### src/rtl/fb_pkg.sv
// Shared types and default geometry for the framebuffer rectangle writer.
package fb_pkg;

    localparam int FB_H_RES  = 640;
    localparam int FB_V_RES  = 480;
    localparam int FB_ADDR_W = 19;

    typedef logic [11:0] rgb444_t;

    typedef enum logic [1:0] {
        IDLE    = 2'd0,
        WAIT_VS = 2'd1,
        FILL    = 2'd2,
        DONE    = 2'd3
    } fill_state_t;

    typedef struct packed {
        logic [9:0] x;
        logic [9:0] y;
        logic [9:0] w;
        logic [9:0] h;
        rgb444_t    color;
    } rect_cmd_t;

endpackage

### src/rtl/fb_rect_writer_if.sv
// Command handshake and BRAM port B write bus of the rectangle writer.
interface fb_rect_writer_if
    import fb_pkg::*;
#(
    parameter int ADDR_W = FB_ADDR_W
);
    logic              cmd_valid;
    logic              cmd_ready;
    logic [9:0]        cmd_x;
    logic [9:0]        cmd_y;
    logic [9:0]        cmd_w;
    logic [9:0]        cmd_h;
    rgb444_t           cmd_color;
    logic              busy;
    logic              done;
    logic [ADDR_W-1:0] fb_addr;
    rgb444_t           fb_din;
    logic              fb_we;

    modport master (
        output cmd_valid, cmd_x, cmd_y, cmd_w, cmd_h, cmd_color,
        input  cmd_ready, busy, done, fb_addr, fb_din, fb_we
    );

    modport slave (
        input  cmd_valid, cmd_x, cmd_y, cmd_w, cmd_h, cmd_color,
        output cmd_ready, busy, done, fb_addr, fb_din, fb_we
    );

endinterface

### src/rtl/fb_addr_gen.sv
// Row/column scan of a clipped rectangle; address = row_base + col with no
// multiplier in the pixel loop.
module fb_addr_gen
    import fb_pkg::*;
#(
    parameter int H_RES  = FB_H_RES,
    parameter int ADDR_W = FB_ADDR_W
) (
    input  logic              clk,
    input  logic              rst_n,
    input  logic              load,
    input  logic [9:0]        x_start,
    input  logic [9:0]        y_start,
    input  logic [10:0]       x_end,
    input  logic [10:0]       y_end,
    input  logic              advance,
    output logic [ADDR_W-1:0] addr,
    output logic              last_pixel
);

    logic [10:0]       col_q, col_d;
    logic [10:0]       row_q, row_d;
    logic [ADDR_W-1:0] row_base_q, row_base_d;
    logic [9:0]        xs_q, xs_d;
    logic [10:0]       xe_q, xe_d;
    logic [10:0]       ye_q, ye_d;
    logic [ADDR_W-1:0] base_init;
    logic              col_last;
    logic              row_last;

    // Starting row base as a constant shift-add of y (640 -> y<<9 + y<<7).
    always_comb begin
        base_init = '0;
        for (int i = 0; i < 11; i++) begin
            if (H_RES[i]) begin
                base_init = base_init + (ADDR_W'(y_start) << i);
            end
        end
    end

    // Next counter values: load a new rectangle or step one pixel.
    always_comb begin
        col_d      = col_q;
        row_d      = row_q;
        row_base_d = row_base_q;
        xs_d       = xs_q;
        xe_d       = xe_q;
        ye_d       = ye_q;
        col_last   = (col_q == xe_q - 11'd1);
        row_last   = (row_q == ye_q - 11'd1);
        if (load) begin
            xs_d       = x_start;
            xe_d       = x_end;
            ye_d       = y_end;
            col_d      = {1'b0, x_start};
            row_d      = {1'b0, y_start};
            row_base_d = base_init;
        end else if (advance) begin
            if (col_last) begin
                col_d      = {1'b0, xs_q};
                row_d      = row_q + 11'd1;
                row_base_d = row_base_q + ADDR_W'(H_RES);
            end else begin
                col_d = col_q + 11'd1;
            end
        end
    end

    // Counter registers.
    always_ff @(posedge clk) begin
        if (!rst_n) begin
            col_q      <= '0;
            row_q      <= '0;
            row_base_q <= '0;
            xs_q       <= '0;
            xe_q       <= '0;
            ye_q       <= '0;
        end else begin
            col_q      <= col_d;
            row_q      <= row_d;
            row_base_q <= row_base_d;
            xs_q       <= xs_d;
            xe_q       <= xe_d;
            ye_q       <= ye_d;
        end
    end

    assign addr       = row_base_q + ADDR_W'(col_q);
    assign last_pixel = col_last && row_last;

endmodule

### src/rtl/fb_rect_writer.sv
// Fills clipped rectangles of one colour into the framebuffer, one BRAM
// write per clock, optionally deferred to the next vsync falling edge.
//
// state   | meaning
// IDLE    | cmd_ready high, waiting for a command
// WAIT_VS | command latched, holding until vs_in falls
// FILL    | scanning the clipped rectangle, one pixel per cycle
// DONE    | command finished; done pulses from this state
module fb_rect_writer
    import fb_pkg::*;
#(
    parameter int H_RES      = FB_H_RES,
    parameter int V_RES      = FB_V_RES,
    parameter int ADDR_W     = FB_ADDR_W,
    parameter int WAIT_VSYNC = 0
) (
    input  logic            pixel_clk,
    input  logic            CPU_RESETN,
    input  logic            vs_in,
    fb_rect_writer_if.slave bus
);

    fill_state_t       state_q, state_d;
    logic              cmd_ready_q, cmd_ready_d;
    logic              busy_q, busy_d;
    logic              done_q, done_d;
    logic              fb_we_q, fb_we_d;
    logic [ADDR_W-1:0] fb_addr_q, fb_addr_d;
    rgb444_t           fb_din_q, fb_din_d;
    logic              vs_prev_q, vs_prev_d;

    rect_cmd_t         cmd_in;
    logic [10:0]       x_sum, y_sum, x_end, y_end;
    logic              cmd_empty;
    logic              accept;
    logic              vs_fall;
    logic [ADDR_W-1:0] gen_addr;
    logic              gen_last;

    // Clip the incoming command against the screen with 11-bit sums.
    always_comb begin
        cmd_in.x     = bus.cmd_x;
        cmd_in.y     = bus.cmd_y;
        cmd_in.w     = bus.cmd_w;
        cmd_in.h     = bus.cmd_h;
        cmd_in.color = bus.cmd_color;
        x_sum        = {1'b0, cmd_in.x} + {1'b0, cmd_in.w};
        y_sum        = {1'b0, cmd_in.y} + {1'b0, cmd_in.h};
        x_end        = (x_sum > 11'(H_RES)) ? 11'(H_RES) : x_sum;
        y_end        = (y_sum > 11'(V_RES)) ? 11'(V_RES) : y_sum;
        cmd_empty    = (cmd_in.w == 10'd0) || (cmd_in.h == 10'd0) ||
                       ({1'b0, cmd_in.x} >= 11'(H_RES)) ||
                       ({1'b0, cmd_in.y} >= 11'(V_RES));
        accept       = bus.cmd_valid && cmd_ready_q;
        vs_fall      = vs_prev_q && !vs_in;
    end

    // Next state and registered outputs; outputs lag the state by one cycle.
    always_comb begin
        state_d = state_q;
        case (state_q)
            IDLE: begin
                if (accept) begin
                    if (cmd_empty)            state_d = DONE;
                    else if (WAIT_VSYNC != 0) state_d = WAIT_VS;
                    else                      state_d = FILL;
                end
            end
            WAIT_VS: if (vs_fall)  state_d = FILL;
            FILL:    if (gen_last) state_d = DONE;
            DONE:    state_d = IDLE;
            default: state_d = IDLE;
        endcase
        cmd_ready_d = (state_q == IDLE) && !accept;
        busy_d      = (state_q != IDLE);
        done_d      = (state_q == DONE);
        fb_we_d     = (state_q == FILL);
        fb_addr_d   = (state_q == FILL) ? gen_addr : fb_addr_q;
        fb_din_d    = accept ? cmd_in.color : fb_din_q;
        vs_prev_d   = vs_in;
    end

    // State and output registers with synchronous active-low reset.
    always_ff @(posedge pixel_clk) begin
        if (!CPU_RESETN) begin
            state_q     <= IDLE;
            cmd_ready_q <= 1'b1;
            busy_q      <= 1'b0;
            done_q      <= 1'b0;
            fb_we_q     <= 1'b0;
            fb_addr_q   <= '0;
            fb_din_q    <= '0;
            vs_prev_q   <= 1'b1;
        end else begin
            state_q     <= state_d;
            cmd_ready_q <= cmd_ready_d;
            busy_q      <= busy_d;
            done_q      <= done_d;
            fb_we_q     <= fb_we_d;
            fb_addr_q   <= fb_addr_d;
            fb_din_q    <= fb_din_d;
            vs_prev_q   <= vs_prev_d;
        end
    end

    fb_addr_gen #(
        .H_RES  (H_RES),
        .ADDR_W (ADDR_W)
    ) u_addr_gen (
        .clk        (pixel_clk),
        .rst_n      (CPU_RESETN),
        .load       (accept),
        .x_start    (cmd_in.x),
        .y_start    (cmd_in.y),
        .x_end      (x_end),
        .y_end      (y_end),
        .advance    (state_q == FILL),
        .addr       (gen_addr),
        .last_pixel (gen_last)
    );

    assign bus.cmd_ready = cmd_ready_q;
    assign bus.busy      = busy_q;
    assign bus.done      = done_q;
    assign bus.fb_we     = fb_we_q;
    assign bus.fb_addr   = fb_addr_q;
    assign bus.fb_din    = fb_din_q;

endmodule

### src/flat_wrapper.sv
// flat-port wrapper written by rule: the top's interface ports become plain ports
module fb_rect_writer_flat import fb_pkg::*;
#(
    parameter int H_RES      = FB_H_RES,
    parameter int V_RES      = FB_V_RES,
    parameter int ADDR_W     = FB_ADDR_W,
    parameter int WAIT_VSYNC = 0
)
  (pixel_clk, CPU_RESETN, vs_in, bus_cmd_valid, bus_cmd_x, bus_cmd_y, bus_cmd_w, bus_cmd_h, bus_cmd_color, bus_cmd_ready, bus_busy, bus_done, bus_fb_addr, bus_fb_din, bus_fb_we);
  fb_rect_writer_if #(.ADDR_W(ADDR_W)) bus_i ();
  input  logic pixel_clk;
  input  logic CPU_RESETN;
  input  logic vs_in;
  input wire logic [$bits(bus_i.cmd_valid)-1:0] bus_cmd_valid;
  input wire logic [$bits(bus_i.cmd_x)-1:0] bus_cmd_x;
  input wire logic [$bits(bus_i.cmd_y)-1:0] bus_cmd_y;
  input wire logic [$bits(bus_i.cmd_w)-1:0] bus_cmd_w;
  input wire logic [$bits(bus_i.cmd_h)-1:0] bus_cmd_h;
  input wire logic [$bits(bus_i.cmd_color)-1:0] bus_cmd_color;
  output wire logic [$bits(bus_i.cmd_ready)-1:0] bus_cmd_ready;
  output wire logic [$bits(bus_i.busy)-1:0] bus_busy;
  output wire logic [$bits(bus_i.done)-1:0] bus_done;
  output wire logic [$bits(bus_i.fb_addr)-1:0] bus_fb_addr;
  output wire logic [$bits(bus_i.fb_din)-1:0] bus_fb_din;
  output wire logic [$bits(bus_i.fb_we)-1:0] bus_fb_we;
  assign bus_i.cmd_valid = bus_cmd_valid;
  assign bus_i.cmd_x = bus_cmd_x;
  assign bus_i.cmd_y = bus_cmd_y;
  assign bus_i.cmd_w = bus_cmd_w;
  assign bus_i.cmd_h = bus_cmd_h;
  assign bus_i.cmd_color = bus_cmd_color;
  assign bus_cmd_ready = bus_i.cmd_ready;
  assign bus_busy = bus_i.busy;
  assign bus_done = bus_i.done;
  assign bus_fb_addr = bus_i.fb_addr;
  assign bus_fb_din = bus_i.fb_din;
  assign bus_fb_we = bus_i.fb_we;
  fb_rect_writer #(.H_RES(H_RES), .V_RES(V_RES), .ADDR_W(ADDR_W), .WAIT_VSYNC(WAIT_VSYNC)) u_core (.pixel_clk(pixel_clk), .CPU_RESETN(CPU_RESETN), .vs_in(vs_in), .bus(bus_i));
endmodule
### config.mk
export PLATFORM = sky130hd
export DESIGN_NAME = fb_rect_writer_flat
export DESIGN_NICKNAME = d
export VERILOG_FILES = /design/src/rtl/fb_pkg.sv /design/src/rtl/fb_rect_writer_if.sv /design/src/rtl/fb_addr_gen.sv /design/src/rtl/fb_rect_writer.sv /design/src/flat_wrapper.sv
export SDC_FILE = /design/constraint.sdc
export NUM_CORES = 1
export LEC_CHECK = 0
export CAP_MARGIN = 20
export CORE_ASPECT_RATIO = 0.9
export CORE_MARGIN = 3
export CORE_UTILIZATION = 30
export CTS_BUF_LIST = sky130_fd_sc_hd__clkbuf_8 sky130_fd_sc_hd__clkbuf_16
export CTS_CLUSTER_DIAMETER = 50
export DETAILED_ROUTE_END_ITERATION = 7
export PLACE_DENSITY_LB_ADDON = 0.25
export RECOVER_POWER = 50
export SLEW_MARGIN = 20
export SYNTH_ARGS = -nofsm -noshare
export SYNTH_HDL_FRONTEND = slang
export SYNTH_SLANG_ARGS = --single-unit
export TNS_END_PERCENT = 10
### constraint.sdc
create_clock -name pixel_clk -period 10.4 [get_ports pixel_clk]
set_clock_uncertainty 0.05 [all_clocks]
set_input_delay 2.08 -clock pixel_clk [delete_from_list [all_inputs] [get_ports pixel_clk]]
set_output_delay 2.08 -clock pixel_clk [all_outputs]
set_load 0.03 [all_outputs]
==> results.sh, run 1 <==
export IMPL_pwr_share_clk_pct=30.7
export IMPL_antenna_found_initial=0
export IMPL_cp_required_ns=10.58
export IMPL_via_per_inst=5.34
export IMPL_fmax_mhz=146
export IMPL_switchingPower_w=0.000388
export IMPL_synth_edff_count=0
export IMPL_fin_hold_ws_ns=0.400
export IMPL_worstSetupPathType="input pin to register"
export IMPL_rr_worst_depth=7
export IMPL_htree_levels=3
export IMPL_p_leak_nw=3.15
export IMPL_cts_tree="done"
export IMPL_synth_top_flop_cell="dfxtp_1"
export IMPL_finalSetupViolCount=0
export IMPL_grt_pass1_vias=5843
export IMPL_status="finished, violations left"
export IMPL_tns_ns=0
export IMPL_dieArea_um2=24300
export IMPL_multi_input_area_um2=4430
export IMPL_setup_slack_ns=3.55
export IMPL_cp_end_kind="register"
export IMPL_crit_path_start_kind="input pin"
export IMPL_coreArea_um2=21900
export IMPL_hold_path_class="register to register"
export IMPL_grt_max_degree=71
export IMPL_cts_sinks=104
export IMPL_rows=51
export IMPL_drv_slew=93
export IMPL_nFillCells=2248
export IMPL_yosys_cell_count_top_type="nand2_1"
export IMPL_route_detailed_drc=0
export IMPL_drt_first_pass_iters=5
export IMPL_cp_slowest_cell="clkbuf_1"
export IMPL_min_period_ns=6.85
export IMPL_violations="max-capacitance violations, max-slew violations"
export IMPL_yosysTopAreaCellShare_pct=30.8
export IMPL_grt_pass1_wl_um=31900
export IMPL_crit_start="CPU_RESETN"
export IMPL_grtUsageTotal_pct=16.4
export IMPL_finalWirelength_um=20000
export IMPL_areaGrowthSynthToFinish_pct=22.1
export IMPL_cpMostUsedCell="clkbuf_1"
export IMPL_synthesis_area_um2=6750
export IMPL_crit_arrival_ns=7.03
export IMPL_rsz0062_at_grt="no"
export IMPL_regArea_um2=2080
export IMPL_syn_area_per_cell_um2=7.94
export IMPL_port_buffers=90
export IMPL_diodes=0
export IMPL_pwr_share_seq_pct=39.8
export IMPL_rrSetupSlack_ns=6.85
export IMPL_drv_cap=2
export IMPL_layout_drive_gt1_share_pct=4.68
export IMPL_ios=91
export IMPL_drt_first_iter_violations=462
export IMPL_cts_buffer_depth=2
export IMPL_postSynth_asyncResetShare_pct=0
export IMPL_p_int_w=0.000790
export IMPL_p_per_area_nw_per_um2=143
export IMPL_crit_fanout=54
export IMPL_ys_warnings_count=0
export IMPL_path_cells="dlygate4sd3_1 -> clkbuf_1 -> inv_1 -> clkbuf_1 -> nor2_1 -> a32oi_1 -> nand3_1"
export IMPL_die_h_um=148
export IMPL_hpwl_um=14200
export IMPL_dpl_worst_slack_ns=5.31
export IMPL_via_count=6456
export IMPL_switching_share_pct=32.9
export IMPL_overflow=0
export IMPL_regToRegStartpoint="u_core.u_addr_gen.xe_q[0]"
export IMPL_synth_common_cells="nand2_1, dfxtp_1, a21oi_1"
export IMPL_ctsResizeCount=0
export IMPL_finalHoldViolations=0
export IMPL_insertion_delay_ns=0.36
export IMPL_power_frac_comb_pct=29.5
export IMPL_synthCells=851
export IMPL_synth_cell_types=71
export IMPL_globalplace_congestion=0.838
export IMPL_path_clk_slew_ns=0.07
export IMPL_cp_endpoint="u_core.u_addr_gen.row_base_q[12]"
export IMPL_cts_buffers=9
export IMPL_cp_slowest_stage_delay_ns=1.88
export IMPL_postCtsSetupRepairBufs=0
export IMPL_slew_headroom_pct=-74.2
export IMPL_ys_ff_latch=104
export IMPL_syn_nets=947
export IMPL_ys_seq_area_share_pct=30.8
export IMPL_yosysTopAreaCell="dfxtp_1"
export IMPL_fin_nets=1010
export IMPL_tightest_slew_ns=2.61
export IMPL_peakVddDrop_v=0.0000822
export IMPL_start_util_pct=30.9
export IMPL_fp_dieW_um=164
export IMPL_reg2reg_to="u_core.u_addr_gen.col_q[6]"
export IMPL_routedWlPerCell_um=16.5
export IMPL_postRouteAntennaNets=0
export IMPL_period_share_pct=65.8
export IMPL_root_buffer="clkbuf_16"
export IMPL_synth_area_top_cells="dfxtp_1, ha_1, nand2_1"
export IMPL_ctsHoldBuffers=0
layout make-up:
cell class              count  area share [%]
multi-input cells         678            53.8
flip-flops and latches    104            25.3
repair buffers            100            11.7
well taps                 291            4.42
clock buffers              13            3.40
inverters                  21           0.956
clock inverters             3           0.470
layout by cell type, fill, tap and decap left out, types with 6 or more instances in the layout:
cell type | netlist | routed
xnor2_1 | 43 | 43
buf_4 | 0 | 8
nand2b_1 | 9 | 9
ha_1 | 37 | 37
nor2b_1 | 9 | 8
a22o_1 | 8 | 8
xor2_1 | 19 | 19
o21a_1 | 7 | 7
clkbuf_16 | 0 | 9
a32oi_1 | 7 | 7
and3_1 | 12 | 12
a211oi_1 | 19 | 19
and4_1 | 6 | 6
o21ai_0 | 40 | 40
nand4_1 | 9 | 9
dfxtp_1 | 104 | 104
a21oi_1 | 67 | 67
a21o_1 | 18 | 18
nor3_1 | 29 | 28
mux2i_1 | 12 | 12
nor4_1 | 16 | 16
nand3_1 | 28 | 28
clkdlybuf4s50_1 | 0 | 72
inv_1 | 21 | 22
or3_1 | 15 | 15
nor2_1 | 64 | 63
nand2_1 | 109 | 108
and2_1 | 7 | 6
dlygate4sd3_1 | 0 | 18
power groups by stage:
stage	clock network (W)	logic (W)	registers [W]
6_report	0.000362	0.000347	0.000469
5_1_grt	0.000386	0.000384	0.000474
4_1_cts	0.000373	0.000350	0.000468
3_5_place_dp	0	0.000348	0.000477
3_3_place_gp	0	0.000349	0.000477
2_1_floorplan	0	0.000222	0.000484
metrics by stage:
step	utilization, %	instance area [um^2]	power (W)	std cells
after floorplan	-	6750	0.000706	851
after CTS	37.7	8250	0.00119	1210
after global placement	36.2	7930	0.000826	1194
after global routing	37.7	8250	0.00124	1210
final	37.7	8250	0.00118	1210
after detailed placement	36.2	7930	0.000826	1194
kinds of logic after synthesis:
| kind of cell | count (synthesis) | share of synthesized area [%] |
|---|---|---|
| buf+inv | 69 | 3.91 |
| simple gates | 337 | 24.8 |
| xor+xnor | 62 | 8.04 |
| flops | 104 | 30.8 |
| fa+ha+maj | 40 | 7.75 |
| compound gates | 224 | 22.4 |
| mux | 15 | 2.28 |
how the worst min path moves through the flow:
| stage | startpoint | endpoint | slack [ns] | cells after the start |
|---|---|---|---|---|
| 2_1_floorplan | u_core.u_addr_gen.xs_q[3] | u_core.u_addr_gen.xs_q[3] | 0.38 | 2 |
| 3_3_place_gp | u_core.u_addr_gen.xs_q[3] | u_core.u_addr_gen.xs_q[3] | 0.39 | 2 |
| 3_5_place_dp | u_core.bus.fb_addr[11] | u_core.bus.fb_addr[11] | 0.40 | 2 |
| 4_1_cts | u_core.bus.fb_din[8] | u_core.bus.fb_din[8] | 0.41 | 2 |
| 5_1_grt | u_core.bus.fb_din[5] | u_core.bus.fb_din[5] | 0.42 | 2 |
| 6_report | u_core.bus.fb_din[5] | u_core.bus.fb_din[5] | 0.40 | 2 |
routing by layer:
layer	share of wire [%]	global-route usage [%]	vias to the layer above	wire length (um)
met1	49	24.0	3024	9840
met4	2.0	4.57	0	394
li1	-	-	3232	-
met5	0	0	-	0
met3	5.1	3.20	23	1020
met2	44	24.3	177	8710
critical path, delay by kind of cell:
family | cells | cell delay (ns)
AO/OA/AOI/OAI | 1 | 0.42
buffers and inverters | 4 | 3.50
AND/OR/NAND/NOR | 2 | 0.99
flip-flops by register name, summed over array words and instances, names as in the netlist, 2 cells and up:
register / flops
u_core.u_addr_gen.ye_q: 11
u_core.state_q: 2
u_core.bus.fb_addr: 19
u_core.u_addr_gen.xe_q: 11
u_core.bus.fb_din: 12
u_core.u_addr_gen.col_q: 11
u_core.u_addr_gen.row_base_q: 12
u_core.u_addr_gen.xs_q: 10
u_core.u_addr_gen.row_q: 11
No activity file was read; power rests on OpenSTA's default activity.
==> inputs of run 2 (changes only) <==
- clock period: 10.4 -> 6.35 ns (I/O delays scaled with it)
==> run 2 against run 1 <==
Net effect: the flow still finishes with violations (max-capacitance violations, max-slew violations); via count is 0.91% lower; sequential power grew 64%; total power is 57% higher; clock-buffer cell count fell by 4; first-iteration DRC count decreased by 4.8%; final cell count unchanged; largest power group unchanged.
==> results.sh, run 2 (same netlist as run 1, synthesis figures left out) <==
export IMPL_layout_drive_gt1_share_pct=4.46
export IMPL_drt_first_iter_violations=440
export IMPL_drv_slew=77
export IMPL_drt_first_pass_iters=5
export IMPL_crit_fanout=37
export IMPL_coreArea_um2=21900
export IMPL_cts_sinks=104
export IMPL_cp_end_kind="register"
export IMPL_crit_path_start_kind="input pin"
export IMPL_layout_commonest_cell="nand2_1"
export IMPL_mostFrequentLayoutCells="nand2_1, dfxtp_1, a21oi_1"
export IMPL_cts_tree="done"
export IMPL_hold_path_class="register to register"
export IMPL_die_h_um=148
export IMPL_slew_headroom_pct=-18.5
export IMPL_crit_family="buffers and inverters"
export IMPL_period_share_pct=74.7
export IMPL_pwr_share_clk_pct=27.7
export IMPL_cts_buffers=9
export IMPL_cts_buffer_depth=2
export IMPL_via_per_inst=5.29
export IMPL_via_count=6397
export IMPL_regToRegStartpoint="u_core.u_addr_gen.xe_q[0]"
export IMPL_overflow=0
export IMPL_switchingPower_w=0.000642
export IMPL_tightest_slew_ns=1.78
export IMPL_min_period_ns=4.75
export IMPL_status="finished, violations left"
export IMPL_htree_levels=3
export IMPL_violations="max-capacitance violations, max-slew violations"
export IMPL_p_per_area_nw_per_um2=225
export IMPL_peakVddDrop_v=0.000156
export IMPL_p_leak_nw=3.17
export IMPL_ios=91
export IMPL_rr_worst_depth=7
export IMPL_ctsResizeCount=0
export IMPL_finalHoldViolations=0
export IMPL_postCtsSetupRepairBufs=0
export IMPL_pwr_share_seq_pct=41.6
export IMPL_tns_ns=0
export IMPL_cp_num_buf_inv=4
export IMPL_drv_cap=2
export IMPL_switching_share_pct=34.8
export IMPL_hpwl_um=14600
export IMPL_largest_register_ffs=19
export IMPL_antenna_found_initial=0
export IMPL_root_buffer="clkbuf_16"
export IMPL_start_util_pct=30.9
export IMPL_rrSetupSlack_ns=2.71
export IMPL_cp_required_ns=6.56
export IMPL_grtUsageTotal_pct=16.5
export IMPL_cp_slowest_stage_delay_ns=1.22
export IMPL_p_int_w=0.00120
export IMPL_setup_slack_ns=1.60
export IMPL_routedWlPerCell_um=16.6
export IMPL_grt_pass1_vias=5945
export IMPL_finalSetupViolCount=0
export IMPL_fmax_mhz=211
export IMPL_rows=51
export IMPL_crit_arrival_ns=4.95
export IMPL_postRouteAntennaNets=0
export IMPL_crit_start="CPU_RESETN"
export IMPL_worstSetupPathType="input pin to register"
export IMPL_areaGrowthSynthToFinish_pct=21.3
export IMPL_reg2reg_to="u_core.u_addr_gen.col_q[6]"
export IMPL_grt_pass1_wl_um=32300
export IMPL_path_cells="dlygate4sd3_1 -> clkbuf_1 -> inv_2 -> nor2_1 -> buf_4 -> o21ai_0 -> o22ai_1"
export IMPL_fp_dieW_um=164
export IMPL_dpl_worst_slack_ns=2.08
export IMPL_route_detailed_drc=0
export IMPL_dieArea_um2=24300
export IMPL_fin_nets=1011
export IMPL_globalplace_congestion=0.833
export IMPL_diodes=0
export IMPL_insertion_delay_ns=0.35
export IMPL_path_clk_slew_ns=0.08
export IMPL_finalWirelength_um=20100
export IMPL_rsz0062_at_grt="no"
export IMPL_cp_slowest_cell="clkbuf_1"
export IMPL_path_depth=7
export IMPL_port_buffers=90
export IMPL_cp_endpoint="u_core.u_addr_gen.col_q[9]"
export IMPL_ctsHoldBuffers=0
export IMPL_grt_max_degree=51
export IMPL_power_frac_comb_pct=30.7
[run 2: cell types whose count changed in the layout (fill, tap and decap cells not counted), sizes merged]
cell	change
buf	+1
bufinv	-1
clkbuf	-4
clkdlybuf4s50	-18
clkinvlp	+2
dlygate4sd3	+18
inv	+2
[run 2: through the flow]
stage / hold slack, ns / utilization (%) / std cells / total power [W] / area (um^2)
2_1_floorplan: 0.381 / - / 851 / 0.00116 / 6750
5_1_grt: 0.425 / 37.4 / 1210 / 0.00195 / 8190
4_1_cts: 0.405 / 37.4 / 1210 / 0.00187 / 8200
3_3_place_gp: 0.392 / 36.3 / 1195 / 0.00135 / 7940
3_5_place_dp: 0.396 / 36.3 / 1195 / 0.00135 / 7940
6_report: 0.401 / 37.4 / 1210 / 0.00184 / 8190
[run 2: layout make-up]
type                    count  area, um^2
fillers                  2300       13700
multi-input cells         678        4430
flip-flops and latches    104        2080
repair buffers            101         976
well taps                 291         364
clock buffers               9         225
inverters                  21        78.8
clock inverters             6        31.3
[run 2: power by group through the flow]
stage	registers (W)	clock network, W	logic, W
floorplan	0.000793	0	0.000364
global placement	0.000782	0	0.000571
detailed placement	0.000782	0	0.000572
CTS	0.000767	0.000528	0.000575
global route	0.000776	0.000548	0.000629
finish	0.000767	0.000512	0.000566
[run 2: worst min-delay path, delay by kind of cell, from the launching register on]
family	cells	cell delay (ns)
AND/OR/NAND/NOR	1	0.05
AO/OA/AOI/OAI	1	0.05
flip-flops	1	0.31
[run 2: how the worst min path moves through the flow]
stage	from	to	slack, ns	cells past startpoint
after floorplan	u_core.u_addr_gen.xs_q[3]	u_core.u_addr_gen.xs_q[3]	0.38	2
after global placement	u_core.bus.fb_din[4]	u_core.bus.fb_din[4]	0.39	2
after detailed placement	u_core.u_addr_gen.xs_q[3]	u_core.u_addr_gen.xs_q[3]	0.40	2
after CTS	u_core.u_addr_gen.xs_q[3]	u_core.u_addr_gen.xs_q[3]	0.40	2
after global routing	u_core.bus.fb_din[6]	u_core.bus.fb_din[6]	0.42	2
final	u_core.bus.fb_din[1]	u_core.bus.fb_din[1]	0.40	2
[run 2: routing by layer]
layer	track usage, %	up-vias	routed length (um)
met4	5.79	0	529
li1	-	3233	-
met5	0	-	0
met2	24.7	154	8620
met3	2.70	27	840
met1	24.0	2983	10100
